===== config.mk =====
export PLATFORM = sky130hd
export DESIGN_NAME = reorder_buffer
export DESIGN_NICKNAME = d
export VERILOG_FILES = /design/src/rtl/reorder_buffer_pkg.sv /design/src/rtl/reorder_buffer.sv
export SDC_FILE = /design/constraint.sdc
export NUM_CORES = 2
export LEC_CHECK = 0
export CORE_ASPECT_RATIO = 1.25
export CORE_MARGIN = 1.5
export CORE_UTILIZATION = 50
export DETAILED_ROUTE_END_ITERATION = 8
export PLACE_DENSITY_LB_ADDON = 0.1
export SYNTH_ARGS = -nofsm -noshare
export SYNTH_HDL_FRONTEND = slang
export SYNTH_SLANG_ARGS = --single-unit
export TNS_END_PERCENT = 5

===== constraint.sdc =====
create_clock -name clk -period 6 [get_ports clk]
set_input_delay 1.2 -clock clk [delete_from_list [all_inputs] [get_ports clk]]
set_output_delay 1.2 -clock clk [all_outputs]
set_load 0.02 [all_outputs]

===== src/rtl/reorder_buffer_pkg.sv =====
// Shared ROB sizing, entry type encodings and id/slot conversion helpers.
package reorder_buffer_pkg;
    localparam int ROB_SIZE = 16;
    localparam int ROBBW    = 5;
    localparam int REGBW    = 5;
    localparam int PTRW     = $clog2(ROB_SIZE);
    localparam int CNTW     = PTRW + 1;

    typedef enum logic [1:0] {
        ROB_REG   = 2'd0,
        ROB_STORE = 2'd1,
        ROB_BR    = 2'd2
    } rob_type_e;

    localparam logic [ROBBW-1:0] NO_ROB = '0;
    localparam logic [ROBBW-1:0] MAX_ID = ROBBW'(ROB_SIZE);

    // Ids are slot index + 1 so that NO_ROB can mean "no producer".
    function automatic logic [ROBBW-1:0] slot_to_id(input logic [PTRW-1:0] slot);
        return ROBBW'(slot) + ROBBW'(1);
    endfunction

    function automatic logic [PTRW-1:0] id_to_slot(input logic [ROBBW-1:0] id);
        return PTRW'(id - ROBBW'(1));
    endfunction

    function automatic logic id_valid(input logic [ROBBW-1:0] id);
        return (id != NO_ROB) && (id <= MAX_ID);
    endfunction
endpackage


===== src/rtl/reorder_buffer.sv =====
// Circular in-order commit buffer: allocates ids at issue, captures CDB results,
// serves operand lookups, retires the head in program order and flushes on mispredict.
module reorder_buffer
    import reorder_buffer_pkg::*;
(
    input  logic              clk,
    input  logic              rst,
    input  logic              rdy,

    input  logic              issue_flag,
    input  logic [1:0]        issue_type,
    input  logic [REGBW-1:0]  issue_rd,
    input  logic [31:0]       issue_pc,
    input  logic              issue_pred,
    output logic [ROBBW-1:0]  alloc_id,
    output logic              rob_full,

    input  logic [ROBBW-1:0]  id1,
    input  logic [ROBBW-1:0]  id2,
    output logic              id1_ready,
    output logic              id2_ready,
    output logic [31:0]       id1_val,
    output logic [31:0]       id2_val,

    input  logic              ex_cdb_flag,
    input  logic [ROBBW-1:0]  ex_cdb_rob_id,
    input  logic [31:0]       ex_cdb_val,
    input  logic              ex_cdb_jump,
    input  logic [31:0]       ex_cdb_target,

    input  logic              ld_cdb_flag,
    input  logic [ROBBW-1:0]  ld_cdb_rob_id,
    input  logic [31:0]       ld_cdb_val,

    output logic              flag_ROB,
    output logic [REGBW-1:0]  rd_ROB,
    output logic [ROBBW-1:0]  id_ROB,
    output logic [31:0]       val_ROB,
    output logic              st_commit_flag,
    output logic [ROBBW-1:0]  st_commit_id,
    output logic              jump_wrong,
    output logic [31:0]       correct_pc
);

    // Handshake: issue_flag and the CDB flags are single-cycle strobes with no
    // back-pressure; the issuer must watch rob_full, and every commit output is a
    // one-cycle pulse qualified by its flag (jump_wrong qualifies correct_pc).

    logic [ROB_SIZE-1:0] busy_q;
    logic [ROB_SIZE-1:0] ready_q;
    logic [ROB_SIZE-1:0] pred_q;
    logic [ROB_SIZE-1:0] jump_q;
    rob_type_e           type_q   [ROB_SIZE];
    logic [REGBW-1:0]    rd_q     [ROB_SIZE];
    logic [31:0]         pc_q     [ROB_SIZE];
    logic [31:0]         target_q [ROB_SIZE];
    logic [31:0]         val_q    [ROB_SIZE];

    logic [PTRW-1:0]     head_q;
    logic [PTRW-1:0]     tail_q;
    logic [CNTW-1:0]     count_q;

    logic [PTRW-1:0]     slot1;
    logic [PTRW-1:0]     slot2;
    logic [PTRW-1:0]     ex_slot;
    logic [PTRW-1:0]     ld_slot;
    logic                ex_hit;
    logic                ld_hit;
    logic                commit;

    assign alloc_id = slot_to_id(tail_q);
    assign rob_full = count_q >= CNTW'(ROB_SIZE - 1);

    assign slot1     = id_to_slot(id1);
    assign slot2     = id_to_slot(id2);
    assign id1_ready = id_valid(id1) && busy_q[slot1] && ready_q[slot1];
    assign id2_ready = id_valid(id2) && busy_q[slot2] && ready_q[slot2];
    assign id1_val   = id1_ready ? val_q[slot1] : 32'd0;
    assign id2_val   = id2_ready ? val_q[slot2] : 32'd0;

    assign ex_slot = id_to_slot(ex_cdb_rob_id);
    assign ld_slot = id_to_slot(ld_cdb_rob_id);
    assign ex_hit  = ex_cdb_flag && id_valid(ex_cdb_rob_id) && busy_q[ex_slot];
    assign ld_hit  = ld_cdb_flag && id_valid(ld_cdb_rob_id) && busy_q[ld_slot];

    // The cycle carrying jump_wrong is reserved for the flush, so nothing retires in it.
    assign commit = (count_q != '0) && busy_q[head_q] && ready_q[head_q] && !jump_wrong;

    always_ff @(posedge clk) begin
        if (rst) begin
            head_q         <= '0;
            tail_q         <= '0;
            count_q        <= '0;
            busy_q         <= '0;
            ready_q        <= '0;
            pred_q         <= '0;
            jump_q         <= '0;
            for (int i = 0; i < ROB_SIZE; i++) begin
                type_q[i]   <= ROB_REG;
                rd_q[i]     <= '0;
                pc_q[i]     <= '0;
                target_q[i] <= '0;
                val_q[i]    <= '0;
            end
            flag_ROB       <= 1'b0;
            rd_ROB         <= '0;
            id_ROB         <= NO_ROB;
            val_ROB        <= '0;
            st_commit_flag <= 1'b0;
            st_commit_id   <= NO_ROB;
            jump_wrong     <= 1'b0;
            correct_pc     <= '0;
        end else if (rdy) begin
            flag_ROB       <= 1'b0;
            rd_ROB         <= '0;
            id_ROB         <= NO_ROB;
            val_ROB        <= '0;
            st_commit_flag <= 1'b0;
            st_commit_id   <= NO_ROB;
            jump_wrong     <= 1'b0;
            correct_pc     <= '0;

            if (jump_wrong) begin
                head_q  <= '0;
                tail_q  <= '0;
                count_q <= '0;
                busy_q  <= '0;
            end else begin
                if (ex_hit) begin
                    ready_q[ex_slot]  <= 1'b1;
                    val_q[ex_slot]    <= ex_cdb_val;
                    jump_q[ex_slot]   <= ex_cdb_jump;
                    target_q[ex_slot] <= ex_cdb_target;
                end
                if (ld_hit) begin
                    ready_q[ld_slot] <= 1'b1;
                    val_q[ld_slot]   <= ld_cdb_val;
                end

                if (commit) begin
                    busy_q[head_q] <= 1'b0;
                    head_q         <= head_q + PTRW'(1);
                    case (type_q[head_q])
                        ROB_REG: begin
                            flag_ROB <= 1'b1;
                            rd_ROB   <= rd_q[head_q];
                            id_ROB   <= slot_to_id(head_q);
                            val_ROB  <= val_q[head_q];
                        end
                        ROB_STORE: begin
                            st_commit_flag <= 1'b1;
                            st_commit_id   <= slot_to_id(head_q);
                        end
                        ROB_BR: begin
                            if (jump_q[head_q] != pred_q[head_q]) begin
                                jump_wrong <= 1'b1;
                                correct_pc <= jump_q[head_q] ? target_q[head_q]
                                                             : pc_q[head_q] + 32'd4;
                            end
                        end
                        default: ;
                    endcase
                end

                // Issue is written last so a fresh allocation owns its slot outright.
                if (issue_flag) begin
                    busy_q[tail_q]  <= 1'b1;
                    ready_q[tail_q] <= 1'b0;
                    type_q[tail_q]  <= rob_type_e'(issue_type);
                    rd_q[tail_q]    <= issue_rd;
                    pc_q[tail_q]    <= issue_pc;
                    pred_q[tail_q]  <= issue_pred;
                    tail_q          <= tail_q + PTRW'(1);
                end

                if (issue_flag && !commit) begin
                    count_q <= count_q + CNTW'(1);
                end else if (!issue_flag && commit) begin
                    count_q <= count_q - CNTW'(1);
                end
            end
        end
    end

endmodule


==> flow_summary_export.csv <==
group,metric,value,unit
timing,tns,0,ns
timing,period_minus_slack,5.77,ns
drt,viasPerCell,6.58,
finish,drive_above_1_share,0.211,
cts,clk_latency,0.87,ns
cts,clk_path_buf_depth,3,
floorplanning,ios,317,
finish,most-common-layout-cells,"edfxtp_1 (1,648), and2_1 (1,210), nand2_1 (905)",
timing,finClkSkew,0.0484,ns
global_route,grt_max_degree,102,
yosys,avgSynthCellArea,13.8,um2
power_and_ir_drop,p_leak,35.9,nW
cts,cts_tree,"built",
floorplanning,die_area,190000,um2
cts,clk_pin_slew_worst_paths,0.06,ns
yosys,synth.area.top_cells,"edfxtp_1 (53%), mux4_2 (20%), and2_1 (8.1%)",
critical_path,arrival,4.57,ns
global_route,grt_first_pass_wirelength,450,mm
critical_path,slowest_stage,"clkdlybuf4s50_1",
finish,area_growth,13.3,%
drt,drt_iter0_drc,8164,
floorplanning,initial_core_util,0.503,
cts,clock-sinks,1811,
outcome,outcome,"complete, no violations",
critical_path,r2r_cells,12,
timing,rsz0062_at_grt,"no",
critical_path,worst_path_dominant_cell_family,"buffers and inverters",
yosys,synth_top_area_frac,0.529,
hold_path,whs_path_depth,2,
power_and_ir_drop,power,28.0,mW
critical_path,worstPathRequired,4.80,ns
critical_path,worstSetupPathType,"in2out",
critical_path,cpPeakStageDelay,0.60,ns
drt,drt_first_pass_iters,6,
floorplanning,die_x,390,um
finish,fin_util,0.570,
yosys,ys_warn_count,0,
cts,cts.root.buffer_cell,"clkbuf_16",
timing,slew_viol_final,0,
placed_design,place.gp.congestion,0.899,
yosys,synthAdderAreaFrac,0.00383,
cts,cts_resized,0,
finish,finalNetCount,7007,
timing,worst_pin_slew,1.23,ns
global_route,grt-ovfl-total,0,
yosys,synthSimpleGateAreaFrac,0.133,
drt,vias,61852,
cts,cts_setup_buffers,0,
timing,post-route-period-util,0.961,
critical_path,critPathBufInv,4,
floorplanning,row_count,177,
placed_design,hpwl,183,mm
cts,cts_buffers,187,
timing,fmax,0.173,GHz
hold_path,hold_class,"reg2reg",
yosys,synthesis.nets,6972,
yosys,synth-xor-area-share,0.00449,
floorplanning,coreArea,186000,um2
yosys,synth_cell_types,70,
yosys,synth_area,93500,um2
floorplanning,fp.dieH,487,um
yosys,synth_top_family_by_area,"multiplexers",
power_and_ir_drop,power_density,264,nW/um2
timing,relSlewSlack,0.177,
global_route,grt_pass1_vias,61243,
yosys,synthArstFlopShare,0,
yosys,synth_mux_area_frac,0.205,
drt,wirelength,316,mm
drt,drc,0,
global_route,track_usage,0.333,
placed_design,numPortBuffers,316,
drt,drt-wirelength-per-cell,33.6,um
yosys,synth_flop_cell,"edfxtp_1",
critical_path,path_cells,"clkdlybuf4s50_1, inv_1, ha_4, xnor2_4, mux4_2, mux4_2, nor2_4, buf_12, and2_1, clkdlybuf4s50_1",
power_and_ir_drop,ir_drop,0.239,mV
finish,final_common_cell,"edfxtp_1",
critical_path,crit_cells,10,
timing,hold_viol,0,
critical_path,critPathLaunchType,"input pin",
yosys,synth-compound-area-share,0.0556,
yosys,ys_ff_latch,1811,
global_route,antenna_found_initial,48,
timing,setup_viol,0,
critical_path,critPathMaxFanout,30,
yosys,post-synth-top-area-cell,"edfxtp_1",
yosys,synth_edf_count,1648,
job,cap_violations,0,
yosys,syn_inst,6781,
cts,holdBufCountCts,0,
critical_path,end_kind,"output pin",
critical_path,rrSetupSlack,1.55,ns
yosys,yosysSeqAreaShare,0.564,
drt,antenna_left,0,
cts,htreeDepth,4,
## logic make-up after synthesis
family,after synthesis
buffers and inverters,803
AOI/OAI and AO/OA,831
adders and majority gates,28
DFF,1811
and+or+nand+nor,2396
muxes,864
xor gates and xnor gates,48
## metrics by stage
step	instance area (um2)	cells	setup WS [ns]	hold WS (ns)
final	106000	9405	0.231	0.447
after global routing	106000	9392	0.151	0.466
after CTS	106000	9388	0.225	0.454
after detailed placement	100000	9043	0.239	0.441
after global placement	100000	9043	0.291	0.431
after floorplan	93600	6781	-0.237	0.433
## flip-flops by register name (all words and copies together), names as in the netlist, 16 cells and up, named ones only
| signal | cells |
|---|---|
| pc_q | 512 |
| target_q | 512 |
| val_q | 512 |
| rd_q | 80 |
| correct_pc | 32 |
| type_q | 32 |
| val_ROB | 32 |
| busy_q | 16 |
| jump_q | 16 |
| pred_q | 16 |
| ready_q | 16 |
## worst register-to-register path, cell delays in order (launching register included)
cell and delay [ns]:
dfxtp_4 0.81, buf_4 0.58, mux4_2 0.31, mux2_2 0.18
nor2_1 0.04, a21oi_1 0.40, ha_1 0.27, a21boi_0 0.51
and2_1 0.29, nand3_2 0.21, nor4_1 0.31, xor2_1 0.15
a221o_1 0.34
## path summary, 6_finish.rpt
check | start | to
setup reg to reg | register | correct_pc[20]$_SDFFE_PP0P_
setup / recovery | id2[1] | id2_val[26]
hold / removal | id_ROB[2]$_SDFFE_PP0P_ | id_ROB[2]$_SDFFE_PP0P_
hold reg to reg | id_ROB[2]$_SDFFE_PP0P_ | id_ROB[2]$_SDFFE_PP0P_
## synthesized netlist by cell type, types with 51 or more instances
| cell | number |
|---|---|
| inv_1 | 90 |
| a22o_1 | 179 |
| dfxtp_1 | 163 |
| o21ai_0 | 468 |
| clkbuf_1 | 564 |
| mux4_2 | 827 |
| buf_2 | 51 |
| nor2_1 | 127 |
| edfxtp_1 | 1648 |
| nand2_1 | 905 |
| and2_1 | 1210 |
| buf_1 | 74 |
| a21oi_1 | 68 |
## where the power goes
group | leakage [nW] | total, mW | switching, mW | internal (mW)
registers | 18.3 | 14.3 | 0.190 | 14.1
clock network | 2.89 | 11.5 | 5.15 | 6.35
logic | 14.7 | 2.15 | 1.28 | 0.868
## routing by layer
metal	track usage	vias up	wire length [um]
met1	0.438	31853	118000
met5	0	-	292
met4	0.128	48	12900
li1	-	25422	-
met3	0.0766	760	32900
met2	0.541	3769	152000
## layout make-up
class | instances | area, um2
multi-input cells | 4167 | 38300
diodes | 17 | 42.5
clock buffers | 243 | 4970
repair buffers | 556 | 5590
well taps | 2416 | 3020
flip-flops and latches | 1811 | 52800
clock inverters | 102 | 965
inverters | 93 | 354
fillers | 14729 | 80000
No activity file was read; power rests on OpenSTA's default activity.
